[config.mk]
export PLATFORM = sky130hd
export DESIGN_NAME = hdc_feature_assembler
export DESIGN_NICKNAME = d
export VERILOG_FILES = /design/src/rtl/hdc_feature_assembler.sv
export SDC_FILE = /design/constraint.sdc
export NUM_CORES = 1
export LEC_CHECK = 0
export ABC_AREA = 1
export CORE_MARGIN = 2
export CORE_UTILIZATION = 46
export DETAILED_ROUTE_END_ITERATION = 12
export PLACE_DENSITY_LB_ADDON = 0.08
export SKIP_CTS_REPAIR_TIMING = 1
export SYNTH_ARGS = -nofsm -noshare
export SYNTH_HDL_FRONTEND = slang
export SYNTH_SLANG_ARGS = --single-unit
[constraint.sdc]
create_clock -name clk -period 3.5 [get_ports clk]
set_clock_uncertainty 0.2 [all_clocks]
set_input_delay 0.525 -clock clk [delete_from_list [all_inputs] [get_ports clk]]
set_output_delay 0.525 -clock clk [all_outputs]
set_load 0.01 [all_outputs]
[src/rtl/hdc_feature_assembler.sv]
// hdc_feature_assembler
//   Collects one quantized channel feature per beat and assembles them into a
//   full-width frame for hdc_sensor_fusion. The design is double-buffered: an
//   assembly buffer fills while the output register holds the previous frame
//   until the fusion core takes it.
//   Optional macro HDC_FEAT_DROP_CNT_EN adds a saturating 16-bit count of
//   discarded (malformed) frames on output drop_count.

`ifndef TOTAL_NUM_CHANNEL
`define TOTAL_NUM_CHANNEL 4
`endif
`ifndef CHANNEL_WIDTH
`define CHANNEL_WIDTH 2
`endif

module hdc_feature_assembler #(
  parameter int NUM_CHANNEL   = `TOTAL_NUM_CHANNEL,
  parameter int CHANNEL_WIDTH = `CHANNEL_WIDTH,
  parameter int IDX_WIDTH     = $clog2(NUM_CHANNEL)
) (
  input  logic                               clk,
  input  logic                               rst,
  input  logic [CHANNEL_WIDTH-1:0]           ch_data,
  input  logic                               ch_valid,
  input  logic                               ch_last,
  output logic                               ch_ready,
  output logic [NUM_CHANNEL*CHANNEL_WIDTH-1:0] features_top,
  output logic                               fout_valid,
  input  logic                               fout_ready,
  output logic                               frame_err
`ifdef HDC_FEAT_DROP_CNT_EN
  ,
  output logic [15:0]                        drop_count
`endif
);

  localparam int FRAME_WIDTH = NUM_CHANNEL * CHANNEL_WIDTH;

  localparam logic ST_FILL     = 1'b0;
  localparam logic ST_COMPLETE = 1'b1;

  localparam logic [IDX_WIDTH-1:0] LAST_IDX = IDX_WIDTH'(NUM_CHANNEL - 1);

  logic                   state_q, state_d;
  logic [IDX_WIDTH-1:0]   idx_q, idx_d;
  logic [FRAME_WIDTH-1:0] asm_q, asm_d;
  logic [FRAME_WIDTH-1:0] out_q, out_d;
  logic                   fout_valid_q, fout_valid_d;
  logic                   frame_err_q, frame_err_d;

  logic                   out_free;
  logic                   accept;
  logic                   at_last_idx;
  logic [FRAME_WIDTH-1:0] merged;

  // Output register can take a new frame when empty or being consumed now.
  assign out_free = !fout_valid_q || fout_ready;
  // FILL always accepts; COMPLETE accepts only in the cycle its frame leaves.
  assign ch_ready = (state_q == ST_FILL) || out_free;
  assign accept   = ch_valid && ch_ready;

  // Next-state logic for the assembly FSM, index, buffers and status flags.
  always_comb begin
    // NOTE: every signal gets a default first so no path leaves it unassigned
    // and no latch is inferred.
    state_d      = state_q;
    idx_d        = idx_q;
    asm_d        = asm_q;
    out_d        = out_q;
    fout_valid_d = fout_valid_q;
    frame_err_d  = 1'b0;
    at_last_idx  = (idx_q == LAST_IDX);
    merged       = asm_q;
    merged[idx_q*CHANNEL_WIDTH +: CHANNEL_WIDTH] = ch_data;

    // Consumed frame leaves the output register unless replaced below.
    if (fout_valid_q && fout_ready) begin
      fout_valid_d = 1'b0;
    end

    // A completed frame waiting in the assembly buffer moves out first.
    if (state_q == ST_COMPLETE && out_free) begin
      out_d        = asm_q;
      fout_valid_d = 1'b1;
      state_d      = ST_FILL;
    end

    // In COMPLETE, idx_q is 0, so a beat here starts the next frame and
    // can never be a legal last beat (NUM_CHANNEL >= 2).
    if (accept) begin
      if (ch_last != at_last_idx) begin
        // Malformed frame: drop the partial data and restart at channel 0.
        frame_err_d = 1'b1;
        idx_d       = '0;
      end else if (at_last_idx) begin
        idx_d = '0;
        if (out_free) begin
          out_d        = merged;
          fout_valid_d = 1'b1;
        end else begin
          asm_d   = merged;
          state_d = ST_COMPLETE;
        end
      end else begin
        asm_d = merged;
        idx_d = idx_q + 1'b1;
      end
    end
  end

  // State registers with synchronous active-high reset.
  always_ff @(posedge clk) begin
    // NOTE: the assembly buffer is reset too, so a frame interrupted by rst
    // can never leak stale channels into a later frame.
    if (rst) begin
      state_q      <= ST_FILL;
      idx_q        <= '0;
      asm_q        <= '0;
      out_q        <= '0;
      fout_valid_q <= 1'b0;
      frame_err_q  <= 1'b0;
    end else begin
      // NOTE: sequential state uses non-blocking assignment so every flop
      // samples the pre-edge value of its neighbours.
      state_q      <= state_d;
      idx_q        <= idx_d;
      asm_q        <= asm_d;
      out_q        <= out_d;
      fout_valid_q <= fout_valid_d;
      frame_err_q  <= frame_err_d;
    end
  end

  assign features_top = out_q;
  assign fout_valid   = fout_valid_q;
  assign frame_err    = frame_err_q;

`ifdef HDC_FEAT_DROP_CNT_EN
  logic [15:0] drop_cnt_q, drop_cnt_d;

  // Saturating count of discarded frames, updated with the frame_err pulse.
  always_comb begin
    drop_cnt_d = drop_cnt_q;
    if (frame_err_d && drop_cnt_q != 16'hFFFF) begin
      drop_cnt_d = drop_cnt_q + 16'd1;
    end
  end

  // Drop counter register, cleared only by rst.
  always_ff @(posedge clk) begin
    if (rst) begin
      drop_cnt_q <= 16'd0;
    end else begin
      drop_cnt_q <= drop_cnt_d;
    end
  end

  assign drop_count = drop_cnt_q;
`endif

endmodule
# Word level (Yosys, flattened, before mapping)
# Index checks and enable logic that the tools add are counted.
totals:
  regBits: 21
  elab_cells: 46
classes:
  n_addsub: 2
  n_eq_ne: 3
  n_shift: 2
  muxes: 22
  bitwise: 3
  reduce_logical: 8
op_table:
  columns: ["op", "count"]
  rows:
  - ["8-bit 2-to-1 mux", 7]
  - ["3-bit negator with 34-bit output", 1]
  - ["2-bit by 34-bit variable shift with 8-bit output, first input constant", 1]
  - ["2-bit by 34-bit indexed part select with 8-bit output", 1]
  - ["1-bit 2-to-1 mux", 12]
  - ["8-bit bitwise mux", 1]
  - ["2-bit 2-to-1 mux", 2]
  - ["1-bit logical AND", 3]
  - ["1-bit inverter", 3]
  - ["3-bit AND reduction", 1]
  - ["2-bit by 1-bit adder with 2-bit output, second input constant", 1]
  - ["2-bit equality test, second input constant", 1]
  - ["1-bit logical OR", 2]
  - ["2-bit inequality test, second input constant", 1]
  - ["2-bit OR reduction", 1]
  - ["1-bit logical NOT", 1]
  - ["1-bit inequality test", 1]

# Depth between registers and ports, before layout
# Gate-level depths: netlist (run 1).
logic_depth:
  ltp_word: 8
  mapped_depth: 9
  ltp_nobuf: 9

# Worst setup path after synthesis (run 1)
# No wires, ideal clock.
synth_path:
  path_type: "register -> register"
  from: "reg idx_q[0]"
  to: "reg asm_q[2]"
  arrival_time_ns: 1.304
  setup_slack_ns: 1.883
  path_stages_with_launch: 9
  path_buffers: 0
  path_cell_list: "dfxtp_1 > inv_2 > ha_1 > nand2_1 > nor2_1 > a21boi_0 > nand2_1 > nand2_1 > nor2_1"
synth_via:
  elab_chain_cells: 5
  elab_cells_between_ends: 11
  classes_between: "add/sub: 1; eq/ne: 3; shift: 2; mux: 3; bitwise: 1; reduce/logical: 1"
synth_rtl:
  columns: ["element", "line_no", "text"]
  rows:
  - ["start, declared", "45", "logic [IDX_WIDTH-1:0] idx_q, idx_d;"]
  - ["start signal, assigned", "126", "idx_q <= idx_d;"]
  - ["3-bit negator with 34-bit output", "74", "merged[idx_q*CHANNEL_WIDTH +: CHANNEL_WIDTH] = ch_data;"]
  - ["2-bit by 34-bit indexed part select with 8-bit output / 2-bit by 34-bit variable shift with 8-bit output (equally long branches)", "74", null]
  - ["8-bit bitwise mux", "74", null]
  - ["8-bit 2-to-1 mux", "97", "if (out_free) begin"]
  - ["8-bit 2-to-1 mux", "95", "end else if (at_last_idx) begin"]
  - ["end signal, assigned", "127", "asm_q <= asm_d;"]
  - ["end, declared", "46", "logic [FRAME_WIDTH-1:0] asm_q, asm_d;"]
# Parallel ways exist; a longest one is shown, timed or not. The select of a mux whose other input is x is not followed.
# A chain may end at the register's enable or synchronous reset.

# Worst setup path after layout (run 1)
layout_path:
  from: "in fout_ready"
  to: "out ch_ready"
layout_via:
  elab_chain_cells: 2
layout_rtl:
  columns: ["element", "line_no", "text"]
  rows:
  - ["start, declared", "29", "input logic fout_ready,"]
  - ["1-bit logical OR", "57", "assign out_free = !fout_valid_q || fout_ready;"]
  - ["1-bit logical OR", "59", "assign ch_ready = (state_q == ST_FILL) || out_free;"]
  - ["end, declared", "26", "output logic ch_ready,"]
# No other way between the ends.

==> flow_metrics.tcl, run 1 <==
set metrics [dict create \
    cts_buffers 3 \
    synthCells 199 \
    gp_congestion 0.881 \
    drt_wl_total_mm 2.67 \
    synth_edf_count 0 \
    drc 0 \
    maxCapViolCount 0 \
    nets 230 \
    syn_area_per_cell_um2 6.34 \
    min_path_type "reg2reg" \
    area_delta_synth_final_pct 16.4 \
    worstPathCellList "clkdlybuf4s50_1 -> inv_2 -> nand3_2 -> clkdlybuf4s50_1" \
    grt_use_total_pct 19.0 \
    rsz0062_at_grt "false" \
    crit_fanout 3 \
    yosys_warnings 0 \
    ys_seq_area_share_pct 33.3 \
    grt_overflow 0 \
    dieArea_um2 3180 \
    firstDrtPassIters 4 \
    diodes 0 \
    syn-num-nets 212 \
    synth_area_um2 1260 \
    cts_buffer_depth 2 \
    fp.dieH_um 56.4 \
    core-area_um2 2540 \
    leakage_uw 0.000685 \
    cpPeakStageDelay_ps 550 \
    dp_hpwl_mm 1.95 \
    powerDensity_nw_per_um2 300 \
    worstSetupStartpointType "input pin" \
    cpMaxStageDelayCell "clkdlybuf4s50_1" \
    antenna_found_initial 0 \
    post-route-period-util_pct 70.8 \
    tightest_slew_ps 481 \
    outcome "completed" \
    relSlewSlack_pct 67.9 \
    grt_max_degree 13 \
    synth_cell_types 24 \
    start_util_pct 49.6 \
    crit_type "in2out" \
    cts_root_buf "clkbuf_4" \
    worstPathArrival_ps 1750 \
    rows 18 \
    drive_gt1_share_pct 8.80 \
    layout_common_cells "nand2_1 (74), nor2_1 (34), dfxtp_1 (21)" \
    io_buffers 17 \
    ant_nets 0 \
    cp_top_family "buffers and inverters" \
    grt_first_pass_wirelength_mm 4.82 \
    vias 1181 \
    period_needed_ps 2480 \
    finalHoldViolCount 0 \
    required_ps 2770 \
    timing.setup.tns_ps 0 \
    endpoint_kind "primary output" \
    ys_ff_latch 21 \
    async_flop_share_pct 0 \
    drt_iter0_drc 30 \
    max_freq_mhz 404 \
    place_area_um2 1440 \
    clock_latency_ps 300 \
    path_clk_slew_ps 120 \
    stdcell_area_um2 1470 \
    avgViaCountPerCell 4.80 \
    grt_pass1_vias 1117 \
    clock_sinks 21 \
    dieWidth_um 56.4 \
    fin_hold_ws_ps 293 \
    ir_drop_v 0.000285 \
    crit_path_frequent_cell "clkdlybuf4s50_1" \
    htree_levels 1 \
    path_buf_inv 3 \
    mostFrequentLayoutCell "nand2_1" \
    synth_flop_cell "dfxtp_1" \
    cts_tree "yes" \
    setup_viol 0 \
    slew_viol_final 0 \
    io_pins 18 \
    wire_per_inst_um 10.8 \
]
-- synth_stat cells (2+ instances only) --
library cell | number | area share, %
nand2_1 | 74 | 22
nor2_1 | 34 | 10
dfxtp_1 | 21 | 33
inv_1 | 19 | 5.7
nand3_1 | 11 | 4.4
a21oi_1 | 8 | 3.2
ha_1 | 6 | 6.0
inv_2 | 5 | 1.5
nand2_4 | 4 | 3.6
a21oi_2 | 2 | 1.4
o21ai_1 | 2 | 0.79
-- flip-flops by register name, indices dropped and copies added (netlist names) --
name and cells:
state_q 1, fout_valid 1, asm_q 8, idx_q 2
frame_err 1, features_top 8
-- report_power, final --
| group | switching [uW] | internal, uW | total [uW] | leakage, uW |
|---|---|---|---|---|
| sequential | 6.75 | 247 | 254 | 0.000171 |
| clock | 75.6 | 44.5 | 120 | 0.0000150 |
| combinational | 40.7 | 25.8 | 66.5 | 0.000499 |
| total | 123 | 317 | 440 | 0.000685 |
-- metal layers --
| layer | track usage [%] | up-vias | wire (um) |
|---|---|---|---|
| met5 | 0 | - | 0 |
| met3 | 5.07 | 4 | 127 |
| met4 | 4.08 | 0 | 34 |
| met1 | 24.2 | 505 | 1310 |
| met2 | 32.3 | 30 | 1190 |
| li1 | - | 642 | - |
-- worst reg2reg max path, stage by stage (launching register included) --
cell and delay (ps):
dfxtp_1 530, inv_2 130, ha_1 390, nand2_1 70, nor2_1 140, nand2_1 80
nand2_1 80, nand2_1 60, a21oi_1 110
-- logic make-up (layout without fill, tap and decap cells) --
group                      Yosys count  in the layout  synth area share, %
and+or+nand+nor                    129            129                 44.5
buffers and inverters               28             45                 9.33
DFF                                 21             21                 33.3
AOI/OAI and AO/OA                   15             15                 6.85
adders and majority gates            6              6                 5.95
-- stage by stage --
step / util (%) / setup WS [ps] / power, uW / instances
floorplan: - / 1880 / 305 / 199
CTS: 57.7 / 1010 / 446 / 246
finish: 57.7 / 1020 / 440 / 246
detailed placement: 56.6 / 1020 / 325 / 242
global placement: 56.6 / 1050 / 324 / 242
global route: 57.7 / 968 / 469 / 246
-- cell type report --
type,count,area [um^2]
Fill cell,255,1080
Multi-Input combinational cell,150,723
Sequential cell,21,420
Timing Repair Buffer,17,170
Inverter,24,90.1
Tap cell,30,37.5
Clock buffer,4,26.3
-- final timing paths --
path,to,slack [ps],cells after the start,start
max reg2reg,features_top[3]$_SDFF_PP0_,1650,8,idx_q[0]$_SDFFE_PP0P_
min,asm_q[1]$_SDFFE_PP0P_,290,2,asm_q[1]$_SDFFE_PP0P_
min reg2reg,asm_q[1]$_SDFFE_PP0P_,290,2,asm_q[1]$_SDFFE_PP0P_
max,ch_ready,1020,4,fout_ready
(Power assumes the default switching activity.)
==> run 2: changes to the inputs <==
==> constraint.sdc (replaced) <==
create_clock -name clk -period 2.5 [get_ports clk]
set_clock_uncertainty 0.2 [all_clocks]
set_input_delay 0.375 -clock clk [delete_from_list [all_inputs] [get_ports clk]]
set_output_delay 0.375 -clock clk [all_outputs]
set_load 0.01 [all_outputs]
==> run 2 against run 1 <==
Compared with the run above:
- sequential cell count did not move
- critical path depth did not move
- sequential share of layout area down 0.15 points
- sequential power rose by 40%
- via count grew 1.2%
- largest cell class unchanged
- largest power group unchanged
- highest routed layer unchanged
==> flow_metrics.tcl, run 2 (synthesized netlist as in run 1, its figures left out) <==
set metrics [dict create \
    outcome "completed" \
    max_freq_mhz 459 \
    ir_drop_v 0.000424 \
    crit_fanout 3 \
    timing.setup.tns_ps 0 \
    drt_wl_total_mm 2.75 \
    area_delta_synth_final_pct 17.0 \
    setup_viol 0 \
    cpMaxStageDelayCell "clkdlybuf4s50_1" \
    core-area_um2 2540 \
    powerDensity_nw_per_um2 418 \
    required_ps 1920 \
    leakage_uw 0.000690 \
    drt_iter0_drc 31 \
    min_to "asm_q[1]$_SDFFE_PP0P_" \
    min_path_type "reg2reg" \
    post-route-period-util_pct 87.1 \
    slew_viol_final 0 \
    gp_congestion 0.876 \
    clock_sinks 21 \
    r2r_slack_ps 600 \
    combPwrFrac_pct 15.5 \
    dieArea_um2 3180 \
    min-delay-start "asm_q[1]$_SDFFE_PP0P_" \
    endpoint_kind "primary output" \
    start_util_pct 49.6 \
    ant_nets 0 \
    dieWidth_um 56.4 \
    firstDrtPassIters 4 \
    nets 231 \
    reg2reg_depth 8 \
    worstSetupStartpointType "input pin" \
    finalHoldViolCount 0 \
    cts_buffer_depth 2 \
    worstPathCellList "clkdlybuf4s50_1 -> inv_2 -> nand3_2 -> clkdlybuf4s50_1" \
    preCtsSetupSlack_ps 318 \
    grt_overflow 0 \
    clock_latency_ps 310 \
    intPower_uw 445 \
    grt_max_degree 13 \
    cts_buffers 3 \
    fp.dieH_um 56.4 \
    layout_common_cells "nand2_1 (74), nor2_1 (34), dfxtp_1 (21)" \
    io_pins 18 \
    avgViaCountPerCell 4.84 \
    drc 0 \
    fin_ws_ps 321 \
    drive_gt1_share_pct 9.22 \
    wire_per_inst_um 11.1 \
    relSlewSlack_pct 72.9 \
    io_buffers 17 \
    cts_root_buf "clkbuf_4" \
    vias 1195 \
    crit_type "in2out" \
    tightest_slew_ps 406 \
    cp_top_family "buffers and inverters" \
    pwr-share-clk_pct 27.0 \
    crit-reg2reg-launch "idx_q[0]$_SDFFE_PP0P_" \
    crit_path_frequent_cell "clkdlybuf4s50_1" \
    diodes 0 \
    netSwitchingFraction_pct 27.9 \
    maxCapViolCount 0 \
    htree_levels 1 \
    switching_power_uw 172 \
    period_needed_ps 2180 \
    cts_tree "yes" \
    mostFrequentLayoutCell "nand2_1" \
    rows 18 \
    path_clk_slew_ps 110 \
    p_seq_share_pct 57.5 \
    grt_use_total_pct 19.5 \
    path_buf_inv 3 \
    worstPathArrival_ps 1600 \
    rsz0062_at_grt "false" \
    antenna_found_initial 0 \
    dp_hpwl_mm 1.96 \
    grt_pass1_vias 1131 \
    cpPeakStageDelay_ps 550 \
    grt_first_pass_wirelength_mm 4.94 \
    hold_depth 2 \
    rr_endpoint "features_top[3]$_SDFF_PP0_" \
]
==> run 2: changes by cell type in the layout (fill, tap and decap cells not counted), sizes merged <==
cell and delta:
buf +1
==> run 2: area by class of cell <==
cell class                 count  area, um^2
fill                         266        1070
tap                           30        37.5
multi-input combinational    150         723
clock buffer                   4        26.3
sequential                    21         420
timing repair buffer          18         178
inverter                      24        90.1
==> run 2: metrics by stage <==
| step | cells | hold WS [ps] | total power (uW) | util (%) | area [um^2] |
|---|---|---|---|---|---|
| after global routing | 247 | 373 | 664 | 58.0 | 1480 |
| after floorplan | 199 | 255 | 427 | - | 1260 |
| after CTS | 247 | 308 | 628 | 58.0 | 1480 |
| after detailed placement | 243 | 281 | 458 | 56.9 | 1450 |
| final | 247 | 302 | 617 | 58.0 | 1480 |
| after global placement | 243 | 271 | 455 | 56.9 | 1450 |
==> run 2: worst max-delay path by stage <==
| stage | start | end | slack (ps) | depth (start not counted) |
|---|---|---|---|---|
| 2_1_floorplan | idx_q[0]$_SDFFE_PP0P_ | asm_q[2]$_SDFFE_PP0P_ | 880 | 8 |
| 3_3_place_gp | fout_ready | ch_ready | 350 | 4 |
| 3_5_place_dp | fout_ready | ch_ready | 320 | 4 |
| 4_1_cts | fout_ready | ch_ready | 310 | 4 |
| 5_1_grt | state_q$_SDFF_PP0_ | ch_ready | 260 | 2 |
| 6_report | fout_ready | ch_ready | 320 | 4 |
==> run 2: power groups by stage <==
stage          clock network [uW]  registers (uW)  logic [uW]
5_1_grt                       195             357         111
3_5_place_dp                    0             363        94.9
2_1_floorplan                   0             361        66.6
3_3_place_gp                    0             362        93.1
6_report                      167             355        95.4
4_1_cts                       177             355        95.7
==> run 2: worst min-delay path: cells and delay by family, from the launching register on <==
family	cells	cell delay (ps)
flops	1	330
simple gates	2	150
==> run 2: routing by layer <==
layer  global-route usage (%)  routed length (um)  up-vias
met5                        0                   0        -
li1                         -                   -      641
met4                     3.40                  12        0
met2                     32.8                1280       23
met1                     25.5                1330      529
met3                     5.07                 122        2
